File: config.mk
export PLATFORM = sky130hd
export DESIGN_NAME = fft_stim_gen
export DESIGN_NICKNAME = d
export VERILOG_FILES = /design/src/rtl/fft_stim_gen.sv
export SDC_FILE = /design/constraint.sdc
export NUM_CORES = 1
export LEC_CHECK = 0
export ABC_AREA = 1
export ABC_CLOCK_PERIOD_IN_PS = 4870
export CORE_MARGIN = 4
export CORE_UTILIZATION = 45
export CTS_BUF_LIST = sky130_fd_sc_hd__clkbuf_16
export CTS_CLUSTER_DIAMETER = 150
export CTS_CLUSTER_SIZE = 24
export DETAILED_ROUTE_END_ITERATION = 10
export HOLD_SLACK_MARGIN = 0.12
export PLACE_DENSITY = 0.78
export SYNTH_ARGS = -nofsm -noshare
export SYNTH_HDL_FRONTEND = slang
export SYNTH_SLANG_ARGS = --single-unit
export TNS_END_PERCENT = 100
File: constraint.sdc
create_clock -name clk -period 4.87 [get_ports clk]
set_clock_uncertainty 0.05 [all_clocks]
set_input_delay 0.974 -clock clk [delete_from_list [all_inputs] [get_ports clk]]
set_output_delay 0.974 -clock clk [all_outputs]
set_load 0.02 [all_outputs]
File: src/rtl/fft_stim_gen.sv
// Frame-based complex stimulus source for the FFT input buffer: emits 2^N_LOG2-sample
// frames of a selectable pattern with start/over flags, valid/ready handshake and inter-frame gaps.
module fft_stim_gen #(
    parameter int N_LOG2     = 4,
    parameter int DATA_W     = 32,
    parameter int GAP        = 2,
    parameter int NUM_FRAMES = 0
) (
    input  logic              clk,
    input  logic              rst,
    input  logic              enable,
    input  logic [1:0]        mode,
    input  logic [DATA_W-1:0] amp,
    input  logic              out_ready,
    output logic [DATA_W-1:0] data_real,
    output logic [DATA_W-1:0] data_img,
    output logic              valid,
    output logic              start,
    output logic              over,
    output logic [15:0]       frame_idx,
    output logic              done
);
    localparam int GAP_W = (GAP > 1) ? $clog2(GAP) : 1;
    localparam logic [N_LOG2-1:0] K_LAST     = '1;
    localparam logic [GAP_W-1:0]  GAP_LAST   = GAP_W'((GAP > 0) ? GAP - 1 : 0);
    localparam logic [15:0]       FRAME_LAST = 16'((NUM_FRAMES > 0) ? NUM_FRAMES - 1 : 0);

    typedef enum logic [1:0] {S_IDLE, S_RUN, S_GAP, S_DONE} state_t;
    typedef enum logic [1:0] {M_RAMP, M_IMPULSE, M_CONST, M_ALT} mode_t;

    state_t            state_q, state_d;
    mode_t             mode_q, mode_d;
    logic [DATA_W-1:0] amp_q, amp_d;
    logic [N_LOG2-1:0] k_q, k_d;
    logic [GAP_W-1:0]  gap_cnt_q, gap_cnt_d;
    logic [DATA_W-1:0] data_real_q, data_real_d;
    logic [DATA_W-1:0] data_img_q, data_img_d;
    logic              valid_q, valid_d;
    logic              start_q, start_d;
    logic              over_q, over_d;
    logic [15:0]       frame_idx_q, frame_idx_d;
    logic              done_q, done_d;

    logic [N_LOG2-1:0] k_next;
    logic              begin_frame;

    function automatic logic [DATA_W-1:0] pattern_real(input mode_t m,
                                                       input logic [DATA_W-1:0] a,
                                                       input logic [N_LOG2-1:0] k);
        logic [DATA_W-1:0] k_ext;
        k_ext = DATA_W'(k);
        case (m)
            M_RAMP:    return a + k_ext;
            M_IMPULSE: return (k == '0) ? a : '0;
            M_CONST:   return a;
            default:   return k[0] ? -a : a;
        endcase
    endfunction

    // N-1-k within the frame-index width is simply the bitwise inverse of k.
    function automatic logic [DATA_W-1:0] pattern_img(input mode_t m,
                                                      input logic [N_LOG2-1:0] k);
        logic [N_LOG2-1:0] k_inv;
        k_inv = ~k;
        return (m == M_RAMP) ? DATA_W'(k_inv) : '0;
    endfunction

    always_comb begin
        state_d     = state_q;
        mode_d      = mode_q;
        amp_d       = amp_q;
        k_d         = k_q;
        gap_cnt_d   = gap_cnt_q;
        data_real_d = data_real_q;
        data_img_d  = data_img_q;
        valid_d     = valid_q;
        start_d     = start_q;
        over_d      = over_q;
        frame_idx_d = frame_idx_q;
        done_d      = done_q;
        begin_frame = 1'b0;
        k_next      = k_q + N_LOG2'(1);

        case (state_q)
            S_IDLE: begin
                valid_d = 1'b0;
                start_d = 1'b0;
                over_d  = 1'b0;
                done_d  = 1'b0;
                if (enable) begin
                    begin_frame = 1'b1;
                    frame_idx_d = '0;
                end
            end
            S_RUN: begin
                if (out_ready) begin
                    if (k_q != K_LAST) begin
                        k_d         = k_next;
                        data_real_d = pattern_real(mode_q, amp_q, k_next);
                        data_img_d  = pattern_img(mode_q, k_next);
                        start_d     = 1'b0;
                        over_d      = (k_next == K_LAST);
                    end else begin
                        valid_d = 1'b0;
                        start_d = 1'b0;
                        over_d  = 1'b0;
                        if (NUM_FRAMES != 0 && frame_idx_q == FRAME_LAST) begin
                            state_d = S_DONE;
                            done_d  = 1'b1;
                        end else if (!enable) begin
                            state_d = S_IDLE;
                        end else if (GAP > 0) begin
                            state_d   = S_GAP;
                            gap_cnt_d = '0;
                        end else begin
                            begin_frame = 1'b1;
                            frame_idx_d = frame_idx_q + 16'd1;
                        end
                    end
                end
            end
            S_GAP: begin
                if (gap_cnt_q == GAP_LAST) begin
                    if (enable) begin
                        begin_frame = 1'b1;
                        frame_idx_d = frame_idx_q + 16'd1;
                    end else begin
                        state_d = S_IDLE;
                    end
                end else begin
                    gap_cnt_d = gap_cnt_q + GAP_W'(1);
                end
            end
            default: begin
                if (!enable) begin
                    state_d = S_IDLE;
                    done_d  = 1'b0;
                end
            end
        endcase

        // Pattern inputs are captured only here, so a frame never mixes modes or amplitudes.
        if (begin_frame) begin
            state_d     = S_RUN;
            mode_d      = mode_t'(mode);
            amp_d       = amp;
            k_d         = '0;
            data_real_d = pattern_real(mode_t'(mode), amp, '0);
            data_img_d  = pattern_img(mode_t'(mode), '0);
            valid_d     = 1'b1;
            start_d     = 1'b1;
            over_d      = 1'b0;
        end
    end

    always_ff @(posedge clk or posedge rst) begin
        if (rst) begin
            state_q     <= S_IDLE;
            mode_q      <= M_RAMP;
            amp_q       <= '0;
            k_q         <= '0;
            gap_cnt_q   <= '0;
            data_real_q <= '0;
            data_img_q  <= '0;
            valid_q     <= 1'b0;
            start_q     <= 1'b0;
            over_q      <= 1'b0;
            frame_idx_q <= '0;
            done_q      <= 1'b0;
        end else begin
            state_q     <= state_d;
            mode_q      <= mode_d;
            amp_q       <= amp_d;
            k_q         <= k_d;
            gap_cnt_q   <= gap_cnt_d;
            data_real_q <= data_real_d;
            data_img_q  <= data_img_d;
            valid_q     <= valid_d;
            start_q     <= start_d;
            over_q      <= over_d;
            frame_idx_q <= frame_idx_d;
            done_q      <= done_d;
        end
    end

    assign data_real = data_real_q;
    assign data_img  = data_img_q;
    assign valid     = valid_q;
    assign start     = start_q;
    assign over      = over_q;
    assign frame_idx = frame_idx_q;
    assign done      = done_q;

endmodule
==> metrics.yaml, run 1 <==
outcome:
  outcome: "finished clean"
die:
  die_w_um: 132.5
  dieArea_mm2: 0.01755
  core-area_mm2: 0.01520
  die_height_um: 132.5
  floorplan.initialDensity: 0.4586
  floorplan.rows: 45
  top_level_ports: 122
sta:
  timing.setup.tns_ns: 0
  final_critical_path_setup_slack_ns: 1.585
  maxClockFrequency_ghz: 0.3044
  share_of_the_clock_period_used_by_the_worst_path_after_layout: 0.6746
  setup-violations-final: 0
  slew_headroom: 0.4610
  finalHoldWorstSlack_ns: 0.4440
  slew_violations: 0
  finalCriticalPeriod_ns: 3.285
  timing.final.hold_violations: 0
  timing_worst_slew_pin_value_ns: 0.8076
  unrepaired_setup_endpoints_after_global_routing: "false"
critical_path:
  setup.worst_path.class: "reg2reg"
  timing.critical_path.fanout_max: 29
  startpoint_of_the_most_critical_register_to_register_path: "k_q[0]"
  cp_num_buf_inv: 2
  timing.critical_path.cells: "inv_2 > ha_1 > fa_1 > nor2_1 > nor2_2 > nor2_4 > inv_2 > nor2_1 > o221ai_1 > nand3_1 > nand2_1"
  slowest_stage: "sky130_fd_sc_hd__dfrtp_1"
  worst_r2r_endpoint: "data_real[16]"
  timing.critical_path.from_type: "flop"
  regToRegSetupSlack_ns: 1.58
  crit_path_max_incr_delay_ns: 0.69
  cp_data_arrival_time_ns: 3.48
  critPathCaptureType: "flop"
  worst_r2r_path_depth: 11
  worst_setup_path_startpoint: "k_q[0]"
  cell_family_with_the_largest_share_of_critical_path_delay: "adder cells"
  worst-endpoint-required_ns: 5.07
cells_and_area:
  post_route_cells_drive_above_1_share: 0.08410
  final_cell_mix: "sky130_fd_sc_hd__nand2_1, sky130_fd_sc_hd__nand3_1, sky130_fd_sc_hd__dfrtp_1"
  layout_commonest_cell: "sky130_fd_sc_hd__nand2_1"
  fin_nets: 1126
  antenna_cells_inserted: 0
  synthToLayoutAreaGrowth_pct: 16.49
  finish.utilization: 0.5342
cts:
  postCtsSetupRepairBufs: 0
  depth_of_the_cts_h_tree: 3
  cts_hold_buf: 0
  ctsRootBufferMaster: "sky130_fd_sc_hd__clkbuf_16"
  clock_tree.buffer_depth: 2
  cts_buffers: 9
  clock_edge_transition_at_the_registers_on_the_reported_setup_and_hold_paths_ns: 0.08
  insertion_delay_to_the_later_sink_of_the_worst_skew_pair_ns: 0.36
  tritoncts: "yes"
  cts_num_sinks: 96
  post_cts.resized_instances: 0
detailed_routing:
  drt_wl_total_um: 20680
  viasPerCell: 5.603
  detailedRoute.firstIterationViolations: 841
  detail_route.drc_violations: 0
  drtPass1Iterations: 6
  dr_total_vias: 7116
  wire_per_inst_um: 16.28
  postRouteAntennaNets: 0
global_route:
  grt_pass1_vias: 6731
  global_route_wire_length_before_repair_um: 33920
  grt_overflow: 0
  grt_antenna_before_repair: 0
  grt_max_degree: 52
  grt_util_all_layers: 0.2363
synthesis:
  yosys_register_bits: 96
  synth_area_per_cell_um2: 6.937
  ys_seq_area_frac: 0.3446
  postSynth.asyncResetShare: 1.000
  syn-cell-area_mm2: 0.006972
  synthesis.instances: 1005
  synth_edf_count: 0
  ys.warnings.count: 0
  dominantRegCellSynth: "sky130_fd_sc_hd__dfrtp_1"
  yosysUniqueCellTypes: 57
power_and_ir_drop:
  p_leak_nw: 3.634
  peakVddDrop_uv: 259.6
  power_density_mw_per_mm2: 617.8
  fin_total_pwr_mw: 5.018
worst_hold_path:
  min_delay_worst_endpoint: "data_real[22]"
  hold_path_startpoint: "data_real[22]"
  hold_class: "reg2reg"
  hold_path_depth: 2
place:
  gpl.final_weighted_congestion: 0.9406
  place_hpwl_um: 14800
  portBuffers: 92
  dp_worst_setup_slack_ns: 1.363
run:
  maxCapViolations: 0
[tightest hold or removal path: cells and delay by family, from the launching register on]
family | cells | cell delay, ns
and+or+nand+nor | 2 | 0.11
DFF | 1 | 0.35
[worst max path at each step]
| stage | slack [ns] | to | depth (start not counted) |
|---|---|---|---|
| floorplan | 1.34 | amp_q[0] | 1 |
| global placement | 1.46 | frame_idx[13] | 12 |
| detailed placement | 1.36 | frame_idx[13] | 12 |
| CTS | 1.62 | data_real[18] | 13 |
| global route | 1.28 | data_real[18] | 13 |
| finish | 1.58 | data_real[16] | 11 |
[registers in the layout, summed over array words and instances (netlist names)]
name and count:
amp_q 32, data_real 32, frame_idx 16, data_img 4
k_q 4, mode_q 2, state_q 2, gap_cnt_q 1
over 1, start 1, valid 1
[layout make-up]
type	count	area (um^2)
fill	1466	7081
multi-input combinational	768	3846
sequential	96	2402
timing repair buffer	96	950.9
inverter	106	412.9
tap	188	235.2
clock buffer	9	225.2
clock inverter	7	48.80
[logic make-up after synthesis]
kind of cell	count (synthesis)	synth area share
xor+xnor	4	0.008796
buf+inv	169	0.1188
compound gates	167	0.1330
fa+ha+maj	11	0.02082
other cells	1	0.0005379
simple gates	557	0.3735
flops	96	0.3446
[metal layers]
metal / wire [um] / track usage
met3: 1914 / 0.05209
met4: 666 / 0.09758
met2: 9289 / 0.3721
met5: 0 / 0
met1: 8805 / 0.3165
[per-stage QoR]
stage / area (um^2) / cells
final: 8122 / 1270
after global placement: 7848 / 1254
after CTS: 8122 / 1270
after detailed placement: 7848 / 1254
after global routing: 8122 / 1270
after floorplan: 7077 / 1033
[cells in the mapped netlist (all sizes together), types with 4 or more instances]
library cell / n / share of area
nand2: 288 / 0.17
nand4: 17 / 0.017
nor2: 111 / 0.075
a31oi: 5 / 0.0045
o211ai: 9 / 0.0097
buf: 54 / 0.053
nand3b: 4 / 0.0043
ha: 10 / 0.018
nand3: 114 / 0.087
dfrtp: 96 / 0.34
a21oi: 48 / 0.037
nor3: 17 / 0.016
inv: 106 / 0.059
clkbuf: 9 / 0.0065
o21ai: 89 / 0.064
[where the power goes]
| part | internal (mW) | leakage, nW | total, mW | switching [mW] |
|---|---|---|---|---|
| logic | 0.971 | 2.30 | 2.80 | 1.83 |
| clock network | 0.346 | 0.129 | 0.680 | 0.334 |
| registers | 1.11 | 1.20 | 1.54 | 0.426 |
(Power assumes the default switching activity.)
==> run 2: changes to the inputs <==
--- a/config.mk
+++ b/config.mk
@@ -6,7 +6,7 @@
 export NUM_CORES = 1
 export LEC_CHECK = 0
 export ABC_AREA = 1
-export ABC_CLOCK_PERIOD_IN_PS = 4870
+export ABC_CLOCK_PERIOD_IN_PS = 3290
 export CORE_MARGIN = 4
 export CORE_UTILIZATION = 45
 export CTS_BUF_LIST = sky130_fd_sc_hd__clkbuf_16
==> constraint.sdc (replaced) <==
create_clock -name clk -period 3.29 [get_ports clk]
set_clock_uncertainty 0.05 [all_clocks]
set_input_delay 0.658 -clock clk [delete_from_list [all_inputs] [get_ports clk]]
set_output_delay 0.658 -clock clk [all_outputs]
set_load 0.02 [all_outputs]
==> metrics.yaml, run 2 (synthesis gave the netlist of run 1 again) <==
cts:
  depth_of_the_cts_h_tree: 3  # unchanged
  cts_hold_buf: 0  # unchanged
  post_cts.resized_instances: 0  # unchanged
  clock_edge_transition_at_the_registers_on_the_reported_setup_and_hold_paths_ns: 0.07  # was 0.08 ns
  insertion_delay_to_the_later_sink_of_the_worst_skew_pair_ns: 0.36  # about the same
  cts_buffers: 9  # unchanged
  cts_num_sinks: 96  # unchanged
  ctsRootBufferMaster: "sky130_fd_sc_hd__clkbuf_16"  # unchanged
  tritoncts: "yes"  # unchanged
  postCtsSetupRepairBufs: 0  # unchanged
  clock_tree.buffer_depth: 2  # unchanged
global_route:
  grt_overflow: 0  # unchanged
  global_route_wire_length_before_repair_um: 33400  # was 33920 um
  grt_util_all_layers: 0.2304  # was 0.2363
  grt_pass1_vias: 6583  # was 6731
  grt_max_degree: 68  # was 52
  grt_antenna_before_repair: 0  # unchanged
critical_path:
  worst_setup_path_endpoint: "data_real[10]"  # was data_real[16]
  startpoint_of_the_most_critical_register_to_register_path: "k_q[0]"  # unchanged
  worst_r2r_path_depth: 13  # was 11
  setup.worst_path.class: "reg2reg"  # unchanged
  worst-endpoint-required_ns: 3.49  # was 5.07 ns
  worst_setup_path_startpoint: "k_q[0]"  # unchanged
  worst_r2r_endpoint: "data_real[10]"  # was data_real[16]
  timing.critical_path.fanout_max: 12  # was 29
  critPathCaptureType: "flop"  # unchanged
  cp_data_arrival_time_ns: 3.18  # was 3.48 ns
  regToRegSetupSlack_ns: 0.31  # was 1.58 ns
  timing.critical_path.from_type: "flop"  # unchanged
cells_and_area:
  final_cell_mix: "sky130_fd_sc_hd__nand2_1, sky130_fd_sc_hd__nand3_1, sky130_fd_sc_hd__dfrtp_1"  # unchanged
  antenna_cells_inserted: 0  # unchanged
  fin_cells: 1273  # was 1270
  post_route_cells_drive_above_1_share: 0.08756  # was 0.08410
  fin_nets: 1130  # was 1126
  layout_commonest_cell: "sky130_fd_sc_hd__nand2_1"  # unchanged
  finish.utilization: 0.5388  # was 0.5342
  synthToLayoutAreaGrowth_pct: 17.48  # was 16.49%
die:
  floorplan.initialDensity: 0.4586  # unchanged
  dieArea_mm2: 0.01755  # unchanged
  floorplan.rows: 45  # unchanged
  core-area_mm2: 0.01520  # unchanged
  top_level_ports: 122  # unchanged
  die_w_um: 132.5  # unchanged
  die_height_um: 132.5  # unchanged
sta:
  finalCriticalPeriod_ns: 2.983  # was 3.285 ns
  slew_violations: 0  # unchanged
  slew_headroom: 0.5545  # was 0.4610
  timing_worst_slew_pin_value_ns: 0.6673  # was 0.8076 ns
  setup-violations-final: 0  # unchanged
  finalHoldWorstSlack_ns: 0.4406  # was 0.4440 ns
  unrepaired_setup_endpoints_after_global_routing: "false"  # unchanged
  share_of_the_clock_period_used_by_the_worst_path_after_layout: 0.9066  # was 0.6746
  maxClockFrequency_ghz: 0.3353  # was 0.3044 GHz
  timing.setup.tns_ns: 0  # unchanged
  timing.final.hold_violations: 0  # unchanged
detailed_routing:
  postRouteAntennaNets: 0  # unchanged
  wire_per_inst_um: 15.79  # was 16.28 um
  drt_wl_total_um: 20100  # was 20680 um
  detail_route.drc_violations: 0  # unchanged
  detailedRoute.firstIterationViolations: 789  # was 841
  viasPerCell: 5.475  # was 5.603
  dr_total_vias: 6970  # was 7116
  drtPass1Iterations: 5  # was 6
power_and_ir_drop:
  p_leak_nw: 3.674  # was 3.634 nW
  peakVddDrop_uv: 450.9  # was 259.6 uV
  power_density_mw_per_mm2: 913.7  # was 617.8 mW/mm^2
worst_hold_path:
  hold_class: "reg2reg"  # unchanged
run:
  maxCapViolations: 0  # unchanged
place:
  portBuffers: 92  # unchanged
  dp_cells: 1258  # was 1254
  place_hpwl_um: 14730  # was 14800 um
  gpl.final_weighted_congestion: 0.9301  # was 0.9406
outcome:
  outcome: "finished clean"  # unchanged
-- run 2: changes by cell type in the layout (fill, tap and decap cells not counted) --
cell | previous run | this run
sky130_fd_sc_hd__inv_1 | 90 | 89
sky130_fd_sc_hd__buf_4 | 4 | 7
sky130_fd_sc_hd__clkinv_2 | 1 | 0
sky130_fd_sc_hd__bufinv_16 | 0 | 1
sky130_fd_sc_hd__inv_8 | 1 | 2
sky130_fd_sc_hd__clkinvlp_4 | 3 | 1
sky130_fd_sc_hd__inv_6 | 1 | 2
sky130_fd_sc_hd__buf_12 | 0 | 1
-- run 2: critical path, cell delays in order, from the launching register on --
cell and delay (ns):
sky130_fd_sc_hd__dfrtp_1 0.70, sky130_fd_sc_hd__inv_2 0.09, sky130_fd_sc_hd__ha_1 0.39, sky130_fd_sc_hd__fa_1 0.45
sky130_fd_sc_hd__nor2_1 0.18, sky130_fd_sc_hd__nor2_2 0.10, sky130_fd_sc_hd__nor2_2 0.23, sky130_fd_sc_hd__nand2_1 0.10
sky130_fd_sc_hd__o21ai_0 0.15, sky130_fd_sc_hd__o21ai_0 0.10, sky130_fd_sc_hd__o211ai_1 0.09, sky130_fd_sc_hd__o21ai_1 0.10
sky130_fd_sc_hd__nand2_1 0.08, sky130_fd_sc_hd__nand2_1 0.06
-- run 2: worst min-delay path by stage --
stage          slack (ns)          start       endpoint  cells past startpoint
3_5_place_dp         0.42  data_real[22]  data_real[22]                      2
5_1_grt              0.47  data_real[22]  data_real[22]                      2
3_3_place_gp         0.43  data_real[22]  data_real[22]                      2
6_report             0.44  data_real[22]  data_real[22]                      2
2_1_floorplan        0.44      gap_cnt_q      gap_cnt_q                      2
4_1_cts              0.44  data_real[22]  data_real[22]                      2
-- run 2: stage by stage --
stage          cell area, um^2  total power [mW]  worst slack (ns)
2_1_floorplan             7077             5.076           0.07663
4_1_cts                   8190             7.463            0.3403
6_report                  8190             7.483            0.3073
5_1_grt                   8190             8.090           0.01170
3_5_place_dp              7890             6.347            0.3572
3_3_place_gp              7890             6.302            0.4199
-- run 2: layout make-up --
class | count | area (um^2)
fillers | 1469 | 7012
clock buffers | 9 | 225.2
flip-flops and latches | 96 | 2402
multi-input cells | 768 | 3846
repair buffers | 100 | 993.5
well taps | 188 | 235.2
clock inverters | 6 | 75.07
inverters | 106 | 412.9
-- run 2: power by group --
group          internal, mW  switching (mW)  total, mW
clock                 0.597           0.482       1.08
sequential             1.65           0.617       2.26
combinational          1.46            2.68       4.14
total                  3.71            3.78       7.48
-- run 2: metal layers --
layer	global-route usage	share of wire	vias up
met2	0.3582	0.45	298
li1	-	-	3386
met4	0.07506	0.021	0
met1	0.3250	0.45	3243
met3	0.04449	0.080	43
met5	0	0	-
==> run 3: changes to the inputs <==
--- a/config.mk
+++ b/config.mk
@@ -15,6 +15,7 @@
 export DETAILED_ROUTE_END_ITERATION = 10
 export HOLD_SLACK_MARGIN = 0.12
 export PLACE_DENSITY = 0.78
+export REMOVE_ABC_BUFFERS = 1
 export SYNTH_ARGS = -nofsm -noshare
 export SYNTH_HDL_FRONTEND = slang
 export SYNTH_SLANG_ARGS = --single-unit
==> metrics.yaml, run 3 (synthesis gave the netlist of run 1 again) <==
outcome:
  outcome: "finished clean"  # unchanged
sta:
  slew_headroom: 0.4457  # was 0.5545
  unrepaired_setup_endpoints_after_global_routing: "false"  # unchanged
  timing.final.hold_violations: 0  # unchanged
  timing.setup.tns_ns: 0  # unchanged
  timing_worst_slew_pin_value_ns: 0.8306  # was 0.6673 ns
  share_of_the_clock_period_used_by_the_worst_path_after_layout: 0.8282  # was 0.9066
  slew_violations: 0  # unchanged
  maxClockFrequency_ghz: 0.3670  # was 0.3353 GHz
  setup-violations-final: 0  # unchanged
  finalCriticalPeriod_ns: 2.725  # was 2.983 ns
global_route:
  global_route_wire_length_before_repair_um: 33660  # was 33400 um
  grt_util_all_layers: 0.2332  # was 0.2304
  grt_antenna_before_repair: 0  # unchanged
  grt_max_degree: 42  # was 68
  grt_overflow: 0  # unchanged
  grt_pass1_vias: 6621  # was 6583
cts:
  clock_tree.buffer_depth: 2  # unchanged
  tritoncts: "yes"  # unchanged
  post_cts.resized_instances: 0  # unchanged
  depth_of_the_cts_h_tree: 3  # unchanged
  cts_num_sinks: 96  # unchanged
  clock_edge_transition_at_the_registers_on_the_reported_setup_and_hold_paths_ns: 0.07  # about the same
  postCtsSetupRepairBufs: 0  # unchanged
  insertion_delay_to_the_later_sink_of_the_worst_skew_pair_ns: 0.37  # was 0.36 ns
  cts_buffers: 9  # unchanged
  ctsRootBufferMaster: "sky130_fd_sc_hd__clkbuf_16"  # unchanged
  cts_hold_buf: 0  # unchanged
detailed_routing:
  detailedRoute.firstIterationViolations: 620  # was 789
  detail_route.drc_violations: 0  # unchanged
  dr_total_vias: 7024  # was 6970
  postRouteAntennaNets: 0  # unchanged
  drt_wl_total_um: 20380  # was 20100 um
  wire_per_inst_um: 15.96  # was 15.79 um
  drtPass1Iterations: 5  # unchanged
  viasPerCell: 5.500  # was 5.475
cells_and_area:
  synthToLayoutAreaGrowth_pct: 17.70  # was 17.48%
  finish.utilization: 0.5398  # was 0.5388
  fin_nets: 1133  # was 1130
  post_route_cells_drive_above_1_share: 0.09091  # was 0.08756
  final_cell_area_mm2: 0.008205  # was 0.008190 mm^2
  antenna_cells_inserted: 0  # unchanged
  layout_commonest_cell: "sky130_fd_sc_hd__nand2_1"  # unchanged
  fin_cells: 1277  # was 1273
  final_cell_mix: "sky130_fd_sc_hd__nand2_1, sky130_fd_sc_hd__nand3_1, sky130_fd_sc_hd__dfrtp_1"  # unchanged
die:
  die_w_um: 132.5  # unchanged
  floorplan.rows: 45  # unchanged
  core-area_mm2: 0.01520  # unchanged
  dieArea_mm2: 0.01755  # unchanged
  top_level_ports: 122  # unchanged
  die_height_um: 132.5  # unchanged
  floorplan.initialDensity: 0.4586  # unchanged
power_and_ir_drop:
  switching_share_of_power: 0.5131  # was 0.5046
  p_leak_nw: 3.686  # was 3.674 nW
  power_density_mw_per_mm2: 914.4  # was 913.7 mW/mm^2
  share_comb_of_total_power: 0.556  # was 0.553
  share_clk_of_total_power: 0.143  # was 0.144
  peakVddDrop_uv: 410.4  # was 450.9 uV
  sw_pwr_mw: 3.850  # was 3.776 mW
  cellInternalPower_mw: 3.653  # was 3.707 mW
  seqPwrFrac: 0.301  # was 0.303
  fin_total_pwr_mw: 7.503  # was 7.483 mW
place:
  place_hpwl_um: 14940  # was 14730 um
  placed_cell_area_mm2: 0.007913  # was 0.007890 mm^2
  gpl.final_weighted_congestion: 0.9895  # was 0.9301
  portBuffers: 92  # unchanged
  dp_cells: 1261  # was 1258
critical_path:
  critPathCaptureType: "flop"  # unchanged
  setup.worst_path.class: "reg2reg"  # unchanged
  timing.critical_path.mode_cell: "sky130_fd_sc_hd__nand2_1"  # unchanged
  cp_data_arrival_time_ns: 2.93  # was 3.18 ns
  timing.critical_path.from_type: "flop"  # unchanged
  worst_setup_path_startpoint: "k_q[0]"  # unchanged
  regToRegSetupSlack_ns: 0.57  # was 0.31 ns
  timing.critical_path.fanout_max: 7  # was 12
  startpoint_of_the_most_critical_register_to_register_path: "k_q[0]"  # unchanged
  worst-endpoint-required_ns: 3.49  # about the same
  crit_path_max_incr_delay_ns: 0.53  # was 0.70 ns
  slowest_stage: "sky130_fd_sc_hd__dfrtp_1"  # unchanged
  timing.critical_path.cells: "inv_2 > ha_1 > fa_1 > nor2_1 > nor2_2 > nor2_2 > nand2_1 > o21ai_0 > o21ai_0 > o211ai_1 > o21ai_1 > nand2_1 > nand2_1"  # unchanged
run:
  maxCapViolations: 0  # unchanged
worst_hold_path:
  hold_path_startpoint: "data_real[2]"  # was data_real[22]
  hold_class: "reg2reg"  # unchanged
==> run 3: changes by cell type in the layout (fill, tap and decap cells not counted), sizes merged <==
cell	previous run	this run
clkinv	1	0
inv	109	112
bufinv	1	0
buf	8	11
==> run 3: power groups by stage <==
stage | Sequential (mW) | Combinational, mW | Clock [mW]
2_1_floorplan | 2.39 | 2.48 | 0
3_3_place_gp | 2.25 | 4.08 | 0
3_5_place_dp | 2.25 | 4.13 | 0
4_1_cts | 2.24 | 4.16 | 1.09
5_1_grt | 2.33 | 4.65 | 1.13
6_report | 2.26 | 4.17 | 1.08
==> run 3: area by class of cell <==
type | count | area [um^2]
sequential | 96 | 2402
multi-input combinational | 768 | 3846
fill | 1475 | 6997
clock inverter | 7 | 67.56
clock buffer | 9 | 225.2
tap | 188 | 235.2
inverter | 106 | 412.9
timing repair buffer | 103 | 1016
==> run 3: worst max-delay path, delay by kind of cell, from the launching register on <==
kind            cells  cell delay, ns
compound gates      4            0.43
flops               1            0.53
simple gates        6            0.69
fa+ha+maj           2            0.83
buf+inv             1            0.09
==> run 3: path summary, 6_finish.rpt <==
path,cells past startpoint,endpoint
max in group asynchronous,3,amp_q[9]
setup / recovery,13,data_real[10]
min in group asynchronous,2,data_real[19]
hold reg to reg,2,data_real[2]
hold / removal,2,data_real[2]
setup reg to reg,13,data_real[10]
==> run 3: stage by stage <==
stage | hold WS [ns] | worst slack (ns)
final | 0.4479 | 0.5651
after global routing | 0.4788 | 0.2596
after CTS | 0.4555 | 0.5960
after detailed placement | 0.4344 | 0.5523
after global placement | 0.4323 | 0.5923
after floorplan | 0.4404 | 0.07663
==> run 3: layer usage <==
layer	global-route usage	up-vias	routed length [um]
met1	0.3193	3308	9083
met3	0.04221	33	1493
met4	0.07679	0	418
met5	0	-	0
met2	0.3752	290	9385
li1	-	3393	-
